<file path="src/rtl/mem_access_unit.sv">
// mem_access_unit: single-outstanding load/store unit with sub-word merge and extension over a
// 4 KB word memory
module mem_access_unit (
    input  logic        clk,
    input  logic        reset,
    input  logic        req_valid,
    output logic        req_ready,
    input  logic        req_we,
    input  logic [31:0] req_addr,
    input  logic [31:0] req_wdata,
    input  logic [1:0]  req_size,
    input  logic        req_unsigned,
    output logic        rsp_valid,
    output logic [31:0] rsp_rdata,
    output logic        rsp_error,
    output logic [31:0] address,
    output logic [31:0] data_in,
    input  logic [31:0] data_out,
    output logic        we
);
    typedef enum logic [1:0] {IDLE, RD, WR, RESP} state_t;
    state_t      state_q, state_d;
    logic        op_we_q, op_we_d;
    logic [1:0]  lane_q, lane_d;
    logic [31:0] wdata_q, wdata_d;
    logic [1:0]  size_q, size_d;
    logic        uns_q, uns_d;
    logic        err_q, err_d;
    logic [31:0] address_q, address_d;
    logic [31:0] data_in_q, data_in_d;
    logic [31:0] rdata_q, rdata_d;
    logic        acc_err;
    logic [4:0]  sh;
    logic [31:0] shifted, mask, merged, load_ext;
    assign acc_err = (req_size == 2'b11) || (req_size == 2'b01 && req_addr[0]) ||
                     (req_size == 2'b10 && req_addr[1:0] != 2'b00) || (req_addr[31:12] != 20'd0);
    assign sh       = {lane_q, 3'b000};
    assign shifted  = data_out >> sh;
    assign mask     = (size_q == 2'b00) ? (32'h0000_00FF << sh) : (32'h0000_FFFF << sh);
    assign merged   = (data_out & ~mask) | ((wdata_q << sh) & mask);
    assign load_ext = (size_q == 2'b00) ? {{24{~uns_q & shifted[7]}}, shifted[7:0]} :
                      (size_q == 2'b01) ? {{16{~uns_q & shifted[15]}}, shifted[15:0]} : data_out;
    always_comb begin
        state_d   = state_q;
        op_we_d   = op_we_q;
        lane_d    = lane_q;
        wdata_d   = wdata_q;
        size_d    = size_q;
        uns_d     = uns_q;
        err_d     = err_q;
        address_d = address_q;
        data_in_d = data_in_q;
        rdata_d   = rdata_q;
        case (state_q)
            IDLE: if (req_valid) begin
                op_we_d   = req_we;
                lane_d    = req_addr[1:0];
                wdata_d   = req_wdata;
                size_d    = req_size;
                uns_d     = req_unsigned;
                err_d     = acc_err;
                address_d = {req_addr[31:2], 2'b00};
                data_in_d = req_wdata;
                rdata_d   = 32'd0;
                state_d   = acc_err ? RESP : (req_we && req_size == 2'b10) ? WR : RD;
            end
            RD: begin
                data_in_d = op_we_q ? merged : data_in_q;
                rdata_d   = op_we_q ? 32'd0 : load_ext;
                state_d   = op_we_q ? WR : RESP;
            end
            WR:      state_d = RESP;
            default: state_d = IDLE;
        endcase
    end
    always_ff @(posedge clk) begin
        if (reset) begin
            state_q   <= IDLE;
            op_we_q   <= 1'b0;
            lane_q    <= 2'b00;
            wdata_q   <= 32'd0;
            size_q    <= 2'b00;
            uns_q     <= 1'b0;
            err_q     <= 1'b0;
            address_q <= 32'd0;
            data_in_q <= 32'd0;
            rdata_q   <= 32'd0;
        end else begin
            state_q   <= state_d;
            op_we_q   <= op_we_d;
            lane_q    <= lane_d;
            wdata_q   <= wdata_d;
            size_q    <= size_d;
            uns_q     <= uns_d;
            err_q     <= err_d;
            address_q <= address_d;
            data_in_q <= data_in_d;
            rdata_q   <= rdata_d;
        end
    end
    assign req_ready = state_q == IDLE;
    assign rsp_valid = state_q == RESP;
    assign rsp_error = rsp_valid & err_q;
    assign rsp_rdata = rsp_valid ? rdata_q : 32'd0;
    assign we        = state_q == WR;
    assign address   = address_q;
    assign data_in   = data_in_q;
endmodule

</file>
<file path="config.mk">
export PLATFORM = sky130hd
export DESIGN_NAME = mem_access_unit
export DESIGN_NICKNAME = d
export VERILOG_FILES = /design/src/rtl/mem_access_unit.sv
export SDC_FILE = /design/constraint.sdc
export NUM_CORES = 1
export LEC_CHECK = 0
export ABC_AREA = 1
export ABC_CLOCK_PERIOD_IN_PS = 3850
export CAP_MARGIN = 20
export CORE_ASPECT_RATIO = 1.2
export CORE_UTILIZATION = 40
export DETAILED_ROUTE_END_ITERATION = 12
export DONT_BUFFER_PORTS = 1
export GPL_TIMING_DRIVEN = 0
export MAX_ROUTING_LAYER = met4
export PLACE_DENSITY = 0.55
export SYNTH_ARGS = -nofsm -noshare
export SYNTH_HDL_FRONTEND = slang
export SYNTH_SLANG_ARGS = --single-unit
</file>
<file path="constraint.sdc">
create_clock -name clk -period 3.85 [get_ports clk]
set_input_delay 0.77 -clock clk [delete_from_list [all_inputs] [get_ports clk]]
set_output_delay 0.77 -clock clk [all_outputs]
set_load 0.005 [all_outputs]
</file>
# After elaboration in Yosys (flattened, before gate mapping)
# Index checks and enable logic that the tools add are counted.
# op_classes
shift,4
order_cmp,0
n_mul,0
eq_ne,9
bitwise_logic,8
reduce_logical,14
div_mod_pow,0
muxes,15
add_sub_neg,0
# op_table
operator,count
$mux W32,8
$pmux W32 S2,2
$and A32 B32 Y32,2
$not A32 Y32,1
$or A32 B32 Y32,1
$shl A16 B5 Y32 const A,1
$shl A32 B5 Y32,1
$shl A8 B5 Y32 const A,1
$shr A32 B5 Y16,1
$reduce_bool A20 Y1,1
$eq A2 B2 Y1 const B,4
$eq A2 B1 Y1 const B,3
$mux W2,3
$pmux W2 S3,1
$logic_not A2 Y1,2
$ne A2 B2 Y1 const B,2
$reduce_and A2 Y1,2
$reduce_bool A2 Y1,2
$and A1 B1 Y1,3
$logic_and A1 B1 Y1,3
$logic_or A1 B1 Y1,3
$reduce_and A3 Y1,1
$mux W1,1
$not A1 Y1,1
# word_totals
output_inout_bits,100
latch_bits,0
n_memories,0
ff_bits,135
elab_cells,60
mem_bits_ro,0
mem_bits_rw,0
inputBits,103

# Longest topological paths before layout
# depth
depth_word,8
depth_mapped,14
mapped_depth_nobuf,11

# Least setup slack after synthesis
# Ideal clock, no wire load.
# synth_path
path_type,flip-flop to output port
from,register state_q[0]
to,output rsp_rdata[0]
arrival_ns,1.159
setup_slack_ns,1.921
n_path_buf,2
stages_incl_launch_ff,6
required_ns,3.080
path_cell_list,dfxtp_1 > ha_1 > clkbuf_1 > clkbuf_1 > nand2_1 > inv_1
# synth_via
elab_chain_len,2
# synth_lines
item,line_no,text
start: declaration,22,"state_t state_q, state_d;"
start signal: assignment,89,state_q <= state_d;
$eq A2 B2 Y1,102,assign rsp_valid = state_q == RESP;
via rsp_valid,13,"output logic rsp_valid,"
$mux W32,104,assign rsp_rdata = rsp_valid ? rdata_q : 32'd0;
end: declaration,14,"output logic [31:0] rsp_rdata,"
# The timed path passes the listed nets, and every way through them passes these cells.

# Worst setup path in the final report
# Ends and elaborated chain as after synthesis.

==> flow_summary.toml <==
[detailed_routing]
viasPerCell = 5.228
finalWirelength_mm = 22.02
num_vias = 6415
wl_per_cell_um = 17.95
ant_nets = 0
drcViolationCount = 0
firstDrtPassIters = 6
dr.first_iter.drc_count = 386

[finish]
stdcell_count = 1227
area_delta_synth_final_pct = 14.41
layout.nets = 1111
drive_above_1_share_pct = 9.145

[synthesis]
ys_seq_area_share_pct = 39.21
synthTopCellsByArea = "dfxtp_1, nand2_1, nor2_1, o21ai_0, a21oi_1"
synth_area_um2 = 6485
syn_inst = 984
yosysWarnings = 0
synth-seq-cells = 127
synth_area_leader_cell = "dfxtp_1"
yosysUniqueCellTypes = 35
ys_async_sr_fraction_pct = 0
dominantRegCellSynth = "dfxtp_1"
synth_top_area_share_pct = 39.21
syn-mean-instance-area_um2 = 6.590
synth_edf_count = 0

[power_and_ir_drop]
finalPower_mw = 6.182
p_leak_nw = 3.201
powerDensity_nw_per_um2 = 833.3
ir_drop_v = 0.0003915

[critical_path]
crit_fanout = 10
worstSetupStartpointType = "register"
end_kind = "primary output"
critPathRequiredTime_ps = 3080
cp.arrival_ps = 2070
critPathKind = "register to primary output"

[clock_network]
hold_buffers = 0
postCtsSetupBuffers = 0
numClockSinks = 127
tritoncts = "done"
cts_made_buffers = 17
clkSlewWorstSetupHoldPaths_ps = 60
cts.root.buffer_cell = "clkbuf_16"
postCtsResizedCells = 0
htreeDepth = 4
clk_latency_ps = 430
clockBufferDepth = 2

[placed_design]
detailedPlace.worstSlack_ps = 1375
gp_congestion = 0.9322
place_hpwl_mm = 17.31
dp.cells = 1193
port_buffers = 0

[sta]
layout_setup_ws_ps = 1010
finalMaxSlewViolations = 0
finalHoldViolCount = 0
grt_setup_unrepaired = "no"
layout_min_cycle_time_ps = 2840
relSlewSlack_pct = 57.31
min_period_over_period_pct = 73.76
fmax_mhz = 352.1
fin_tns_setup_ps = 0
tightestPinTransition_ps = 638.1
setup_viol = 0
finalClockSkew_ps = 7.597

[min_path]
hp-class = "register to register"

[die]
start_util_pct = 41.30
dieHeight_um = 141.5
io_pins = 203
core-area_um2 = 15700
die_area_um2 = 16730
num_rows = 50
die_width_um = 118.2

[grt]
grt_pass1_wl_mm = 33.31
antenna_found_initial = 0
grt_overflow = 0
grt_usage_pct = 27.29
grt_max_degree = 17
grt_pass1_vias = 6004

[outcome]
outcome = "complete, no violations"

[job]
drv_cap = 0
layout make-up:
| type | instances | area (um^2) |
|---|---|---|
| clock inverter | 9 | 177.7 |
| multi-input combinational | 704 | 3287 |
| tap | 208 | 260.3 |
| antenna | 2 | 5.005 |
| sequential | 127 | 2542 |
| clock buffer | 23 | 488.0 |
| inverter | 86 | 330.3 |
| fill | 1730 | 8283 |
| buffer | 68 | 329.1 |
layout by cell type, fill, tap and decap left out, drive strengths merged:
cell    Yosys  routed
bufinv      0       5
diode       0       2
o21bai      2       2
dfxtp     127     127
inv        85      86
o221ai      1       1
o22ai       2       2
o21ai     133     133
a31oi       8       8
nand2     199     199
or2        13      13
a21oi      97      97
conb        1       2
buf        21      21
ha          4       4
nor2      191     191
clkinv      1       4
clkbuf     47      70
a22oi       8       8
nand3      19      19
o211ai     24      24
nor3        1       1
synthesized netlist by cell type, types with 3 or more instances:
master and instances:
a21oi_1 96, a22oi_1 8, a31oi_1 8, buf_2 10, buf_4 6, buf_6 3, clkbuf_1 47, dfxtp_1 127
ha_1 4, inv_1 80, inv_2 4, nand2_1 192, nand2_2 6, nand3_1 19, nor2_1 175, nor2_2 11
nor2_4 5, o211ai_1 24, o21ai_0 126, o21ai_1 6, or2_2 12
power by group:
part / switching (mW) / total, mW / internal, mW
sequential: 0.313 / 2.05 / 1.74
combinational: 1.59 / 2.31 / 0.723
clock: 0.604 / 1.82 / 1.22
total: 2.51 / 6.18 / 3.68
worst paths after layout:
check | start | to | slack (ps) | cells past startpoint
worst max-delay path | state_q[0] | rsp_rdata[0] | 1010 | 5
worst min-delay path | rdata_q[11] | rdata_q[11] | 460 | 2
worst max register to register | state_q[0] | data_in[21] | 1500 | 10
worst min register to register | rdata_q[11] | rdata_q[11] | 460 | 2
state kept, by name, summed over array words and instances (netlist names):
register / cells
data_in: 32
state_q: 2
uns_q: 1
address: 30
size_q: 2
rdata_q: 32
op_we_q: 1
wdata_q: 24
err_q: 1
lane_q: 2
metal layers:
metal	vias up	track usage [%]	routed length, um
met1	2876	31.03	9059
li1	3218	-	-
met5	-	-	0
met2	264	43.31	10330
met4	0	15.86	996
met3	57	7.275	1640
cell families after synthesis:
family / Yosys count / share of synthesized area, %
AND/OR/NAND/NOR: 423 / 26.72
AO/OA/AOI/OAI: 275 / 23.08
buffers and inverters: 154 / 10.17
flip-flops: 127 / 39.21
adder cells (fa/ha/maj): 4 / 0.7718
other: 1 / 0.05783
critical path: stages, from the launching register on:
cell and delay [ps]:
dfxtp_1 390, ha_1 210, clkbuf_1 340, clkbuf_1 480, nand2_1 130, inv_1 90
per-stage QoR:
| stage | hold WS [ps] | utilization [%] | cell area, um^2 |
|---|---|---|---|
| 3_5_place_dp | 456.9 | 42.98 | 6749 |
| 5_1_grt | 482.9 | 47.22 | 7415 |
| 2_1_floorplan | 444.9 | - | 6489 |
| 3_3_place_gp | 454.7 | 42.98 | 6749 |
| 6_report | 462.6 | 47.25 | 7420 |
| 4_1_cts | 465.5 | 47.22 | 7415 |
(Power assumes the default switching activity.)
==> variant 1: new RTL, same flow settings <==
Re-encode `state_t` (4 states) as one-hot, 4 bits wide.
--- a/src/rtl/mem_access_unit.sv
+++ b/src/rtl/mem_access_unit.sv
@@ -20,3 +20,3 @@
 );
-    typedef enum logic [1:0] {IDLE, RD, WR, RESP} state_t;
+    typedef enum logic [3:0] {IDLE = 4'b0001, RD = 4'b0010, WR = 4'b0100, RESP = 4'b1000} state_t;
     state_t      state_q, state_d;
Formal check against the unedited RTL: no difference found for any inputs over 10 cycles, from zero or initial values and one cycle with reset high; not proved beyond that.
==> variant 1 against the original RTL <==
- wire length grew 2.6%
- final area shrank 0.44%
- register-to-register slack gained 0.54 ns
- sequential cell count grew 2
- area after synthesis is essentially flat
- worst setup slack lost 0.024 ns
- final cell count grew 0.73%
- critical endpoint unchanged
Power is not compared: it rests on default switching activity, and its combinational part moved more than twofold at a synthesized area within 25%.
==> variant 1: results (changes against the original RTL) <==
----------------------------------------------------
[CTS]
  CTS buffer count ... 17 (unchanged)
  Number of instances resized during post-cts repair ... 0 (unchanged)
  Post-CTS setup-driven buffer insertion count ... 0 (unchanged)
  Maximum number of buffers from clock root to sink ... 2 (unchanged)
  Root buf cell ... clkbuf_16
  Clk pin slew, worst setup/hold paths ... 0.06 ns (about the same)
  H-tree levels ... 4 (unchanged)
  Insertion delay of the later-clocked pin in the worst-skew pair ... 0.43 ns (about the same)

[Cells and area]
  Fraction of final layout cells with drive strength greater than 1 ... 0.0973 (+0.00583)
  Final net count ... 1118 (+0.63%)
  Antenna diode count ... 0 (-2)
  Number of fill cells ... 1720 (-0.58%)

[GRT]
  Met3 Use GR ... 0.0699 (-0.00281)
  Met1 routing resource usage after global routing ... 0.314 (+0.00348)
  Combined global-route utilization of all metal layers ... 0.279 (+0.00605)
  GR met2 Demand/Resource ... 0.475 (+0.0421)
  Initial antenna violation count ... 0 (unchanged)
  Wire length of the first global-routing pass ... 34200 µm (+2.7%)
  Largest net degree at the start of global routing ... 17 (unchanged)
  Number of global-route vias before repair ... 6152 (+2.5%)

[Placement]
  Final estimated routing congestion in global placement ... 0.944 (+1.2%)
  I/O Buffers ... 0 (unchanged)
  Detail Placement HPWL ... 17600 µm (+1.8%)

[Worst setup path]
  Arrival time reported for the critical path endpoint ... 2.09 ns (+0.02 ns)
  Register-to-register setup slack ... 2.04 ns (+0.54 ns)
  Crit Reg-Reg Endpoint ... rdata_q[29]
  Slowest cell on the critical path ... dfxtp_1
  Critical path's top delay family ... simple AND/OR/NAND/NOR gates
  Top fanout value on the critical path ... 10 (unchanged)
  Startpoint of the most critical register-to-register path ... size_q[1]
  Delay of the slowest cell on the worst path ... 0.39 ns (-0.09 ns)
  Path depth of the worst reg2reg path ... 9 (-1)

[Synthesis]
  Distinct cell type count after synthesis ... 31 (-11%)
  Cell taking the most area after synthesis ... dfxtp_1
  Total number of yosys warnings ... 0 (unchanged)
  Fraction of registers with async set or reset after synthesis ... 0 (unchanged)
  Sequential share of the synthesized area ... 0.398 (+0.00602)
  Synth top cells by count ... nor2_1 (223), nand2_1 (196), o21ai_0 (136)
  Top cells by area, synth ... dfxtp_1 (40%), nor2_1 (13%), nand2_1 (11%)

[Drt]
  DRC marker count from the first detailed-route iteration ... 364 (-5.7%)
  Final routed wirelength across all metal layers ... 22600 µm (+2.6%)
  Total iterations of the first detailed-routing run ... 5 (-1)
  Vias ... 6461 (+0.72%)

[Timing]
  Transition at the pin with the smallest max-transition slack ... 0.666 ns (+0.0276 ns)
  Layout Skew ... 0.0105 ns (+0.00288 ns)
  Hold Slack ... 0.462 ns (-0.00103 ns)

[Hold path]
  Hold depth ... 2 (unchanged)
  Min-Delay Endpoint ... wdata_q[17]
  Launch point of the worst hold path ... wdata_q[17]
  Hold WC Path Type ... flip-flop to flip-flop

[Power and ir drop]
  Standby leakage power ... 2.99 nW
  Worst-case vdd ir drop ... 0.280 mV

[Run status]
  Run status ... completed

----------------------------------------------------
==> variant 1: cell count changes after synthesis, moves of 6 or more <==
cell,change
nand3_1,+6
a21oi_1,-9
clkbuf_1,-17
a31oi_1,-8
nor2_1,+48
inv_1,-17
nor2_2,-9
buf_2,+12
a22oi_1,-8
o21ai_0,+10
==> variant 1: worst register-to-register path, cell delays in order (launching register included) <==
cell and delay (ns):
dfxtp_1 0.51, inv_1 0.24, nand2_1 0.19, inv_1 0.13, nand2_2 0.17, buf_4 0.19
nand2_1 0.06, nor2_1 0.13, nor2_1 0.05, nor2_1 0.07
==> variant 1: metrics by stage <==
stage                     instance area (µm²)  setup slack (ns)  cells
after floorplan                          6490              1.83    996
after global placement                   6750              1.39   1204
after detailed placement                 6750              1.33   1204
after CTS                                7390             0.874   1236
after global routing                     7390             0.713   1236
final                                    7390             0.987   1236
==> variant 1: power breakdown <==
part,switching [mW],total [mW],internal (mW)
logic,0.345,0.501,0.155
registers,0.0699,1.49,1.42
clock network,0.625,1.75,1.12
==> variant 1: logic make-up after synthesis <==
logic type,after synthesis,share of synthesized area
compound gates,258,0.211
flops,129,0.398
buf+inv,135,0.0935
other cells,1,0.000578
simple gates,472,0.297
==> variant 1: area by class of cell <==
cell class / count / share of cell area
Multi-Input combinational cell: 732 / 0.447
Clock buffer: 20 / 0.0618
Sequential cell: 129 / 0.350
Buffer: 66 / 0.0464
Inverter: 69 / 0.0357
Tap cell: 208 / 0.0352
Clock inverter: 12 / 0.0242
==> variant 1: per-layer routing <==
metal / share of wire / vias up / wire (µm)
met1: 0.41 / 2944 / 9170
li1: - / 3242 / -
met2: 0.50 / 239 / 11200
met3: 0.072 / 36 / 1630
met5: 0 / - / 0
met4: 0.027 / 0 / 601
==> variant 1: worst max path at each step <==
stage | start | to | slack, ns | depth (start not counted)
after floorplan | state_q[0] | rsp_rdata[0] | 1.83 | 6
after global placement | state_q[0] | rsp_rdata[26] | 1.39 | 6
after detailed placement | state_q[0] | rsp_rdata[0] | 1.33 | 6
after CTS | state_q[0] | rsp_rdata[0] | 0.87 | 6
after global routing | state_q[0] | rsp_rdata[0] | 0.71 | 6
final | state_q[0] | rsp_rdata[0] | 0.99 | 6
==> variant 2: new RTL, config.mk and constraints unchanged <==
Without the edit above. Register the output `rsp_error`, without a reset; this adds one clock of latency there. The other outputs are not delayed to match.
--- a/src/rtl/mem_access_unit.sv
+++ b/src/rtl/mem_access_unit.sv
@@ -102,3 +102,5 @@
     assign rsp_valid = state_q == RESP;
-    assign rsp_error = rsp_valid & err_q;
+    always_ff @(posedge clk) begin
+        rsp_error <= rsp_valid & err_q;
+    end
     assign rsp_rdata = rsp_valid ? rdata_q : 32'd0;
Function: changed (a bounded check fails within 4 cycles, from zero or initial values and one cycle with reset high).
==> variant 2 against the original RTL <==
- largest cell class unchanged
- wire length down 1.1%
- sequential cell count is 1 higher
- fmax shrank 0.57%
- sequential share of layout area increased by 0.39 points
- clock skew about the same
- area after synthesis grew 0.31%
- final area fell by 0.34%
- global-route usage fell by 0.11 points
- total power down 1.9%
- worst setup slack worse by 0.016 ns
- non-clock buffer count did not move
- clock power shrank 6%
==> variant 2: results (changes against the original RTL) <==
----------------------------------------------------
[GRT]
  Combined global-route utilization of all metal layers ... 0.272 (-0.00112)
  Wire length of the first global-routing pass ... 33500 µm (+0.64%)
  Met1 routing resource usage after global routing ... 0.313 (+0.00274)
  Met3 Use GR ... 0.0643 (-0.00844)
  Number of global-route vias before repair ... 5998 (-0.10%)
  GR met2 Demand/Resource ... 0.452 (+0.0189)

[Drt]
  Final routed wirelength across all metal layers ... 21800 µm (-1.1%)
  DRC marker count from the first detailed-route iteration ... 406 (+5.2%)
  Total iterations of the first detailed-routing run ... 5 (-1)
  Met2 routed wirelength ... 10500 µm (+2.0%)
  Wire length on met3 ... 1540 µm (-5.9%)
  Wl on met1 ... 8990 µm (-0.74%)
  Vias ... 6357 (-0.90%)

[Worst setup path]
  Path depth of the worst reg2reg path ... 9 (-1)
  Critical Path Sink ... rsp_rdata[1]
  Arrival time reported for the critical path endpoint ... 2.09 ns (+0.02 ns)
  Crit Reg-Reg Endpoint ... data_in[0]

[Cells and area]
  Antenna diode count ... 0 (-2)
  Number of fill cells ... 1763 (+1.9%)
  Fraction of final layout cells with drive strength greater than 1 ... 0.0914 (unchanged)
  Final net count ... 1112 (+0.090%)
  Fin cells ... 1225 (-0.16%)
  Growth of design area from synthesis to finish ... 13.7%

[Timing]
  Max frequency ... 0.350 GHz (-0.57%)
  Layout Skew ... 0.00803 ns (+0.000431 ns)
  Hold Slack ... 0.465 ns (+0.00271 ns)
  Relative slew slack ... 0.556 (-0.0173)

[Power and ir drop]
  Worst-case vdd ir drop ... 0.405 mV (+3.4%)
  Standby leakage power ... 3.18 nW (-0.74%)

[Placement]
  Standard cell area after detailed placement ... 6770 µm² (+0.30%)
  Dpl cells ... 1194 (+0.084%)
  Detail Placement HPWL ... 17300 µm (-0.31%)
  Final estimated routing congestion in global placement ... 0.940 (+0.79%)
  Worst setup slack before clock tree synthesis ... 1.33 ns (-0.0412 ns)

[Synthesis]
  Sequential share of the synthesized area ... 0.394 (+0.00187)
  Top cells by area, synth ... dfxtp_1 (39%), nand2_1 (11%), nor2_1 (10%)
  Post-synthesis adder-cell area fraction ... 0.00769 (-0.0000238)
  Avg Inst Size Synth ... 6.60 µm² (+0.21%)
  Synth top cells by count ... nand2_1 (192), nor2_1 (175), dfxtp_1 (128)
  Complex-gate fraction of the synthesized area ... 0.230 (-0.000710)

[Run status]
  Run status ... completed

[Hold path]
  Launch point of the worst hold path ... rdata_q[1]
  Min-Delay Endpoint ... rdata_q[1]

----------------------------------------------------
variant 2: cell count changes after synthesis, sizes merged:
cell   before  now
dfxtp     127  128
variant 2: power by group:
| group | internal, mW | switching [mW] |
|---|---|---|
| logic | 0.723 | 1.57 |
| registers | 1.75 | 0.311 |
| clock network | 1.10 | 0.612 |
| total | 3.57 | 2.50 |
variant 2: layout make-up:
class | count | share of cell area
flip-flops and latches | 128 | 0.347
well taps | 208 | 0.0352
clock inverters | 12 | 0.0247
clock buffers | 19 | 0.0599
multi-input cells | 704 | 0.445
inverters | 86 | 0.0447
plain buffers | 68 | 0.0445
variant 2: logic make-up (layout without fill, tap and decap cells):
kind of cell    Yosys count  count (layout)
compound gates          275             275
fa+ha+maj                 4               4
buf+inv                 154             185
flops                   128             128
other cells               1               2
simple gates            423             423
variant 2: worst max-delay path: cells and delay by family, from the launching register on:
family	cells	cell delay, ns
buf+inv	3	0.90
flops	1	0.40
fa+ha+maj	1	0.22
simple gates	1	0.14
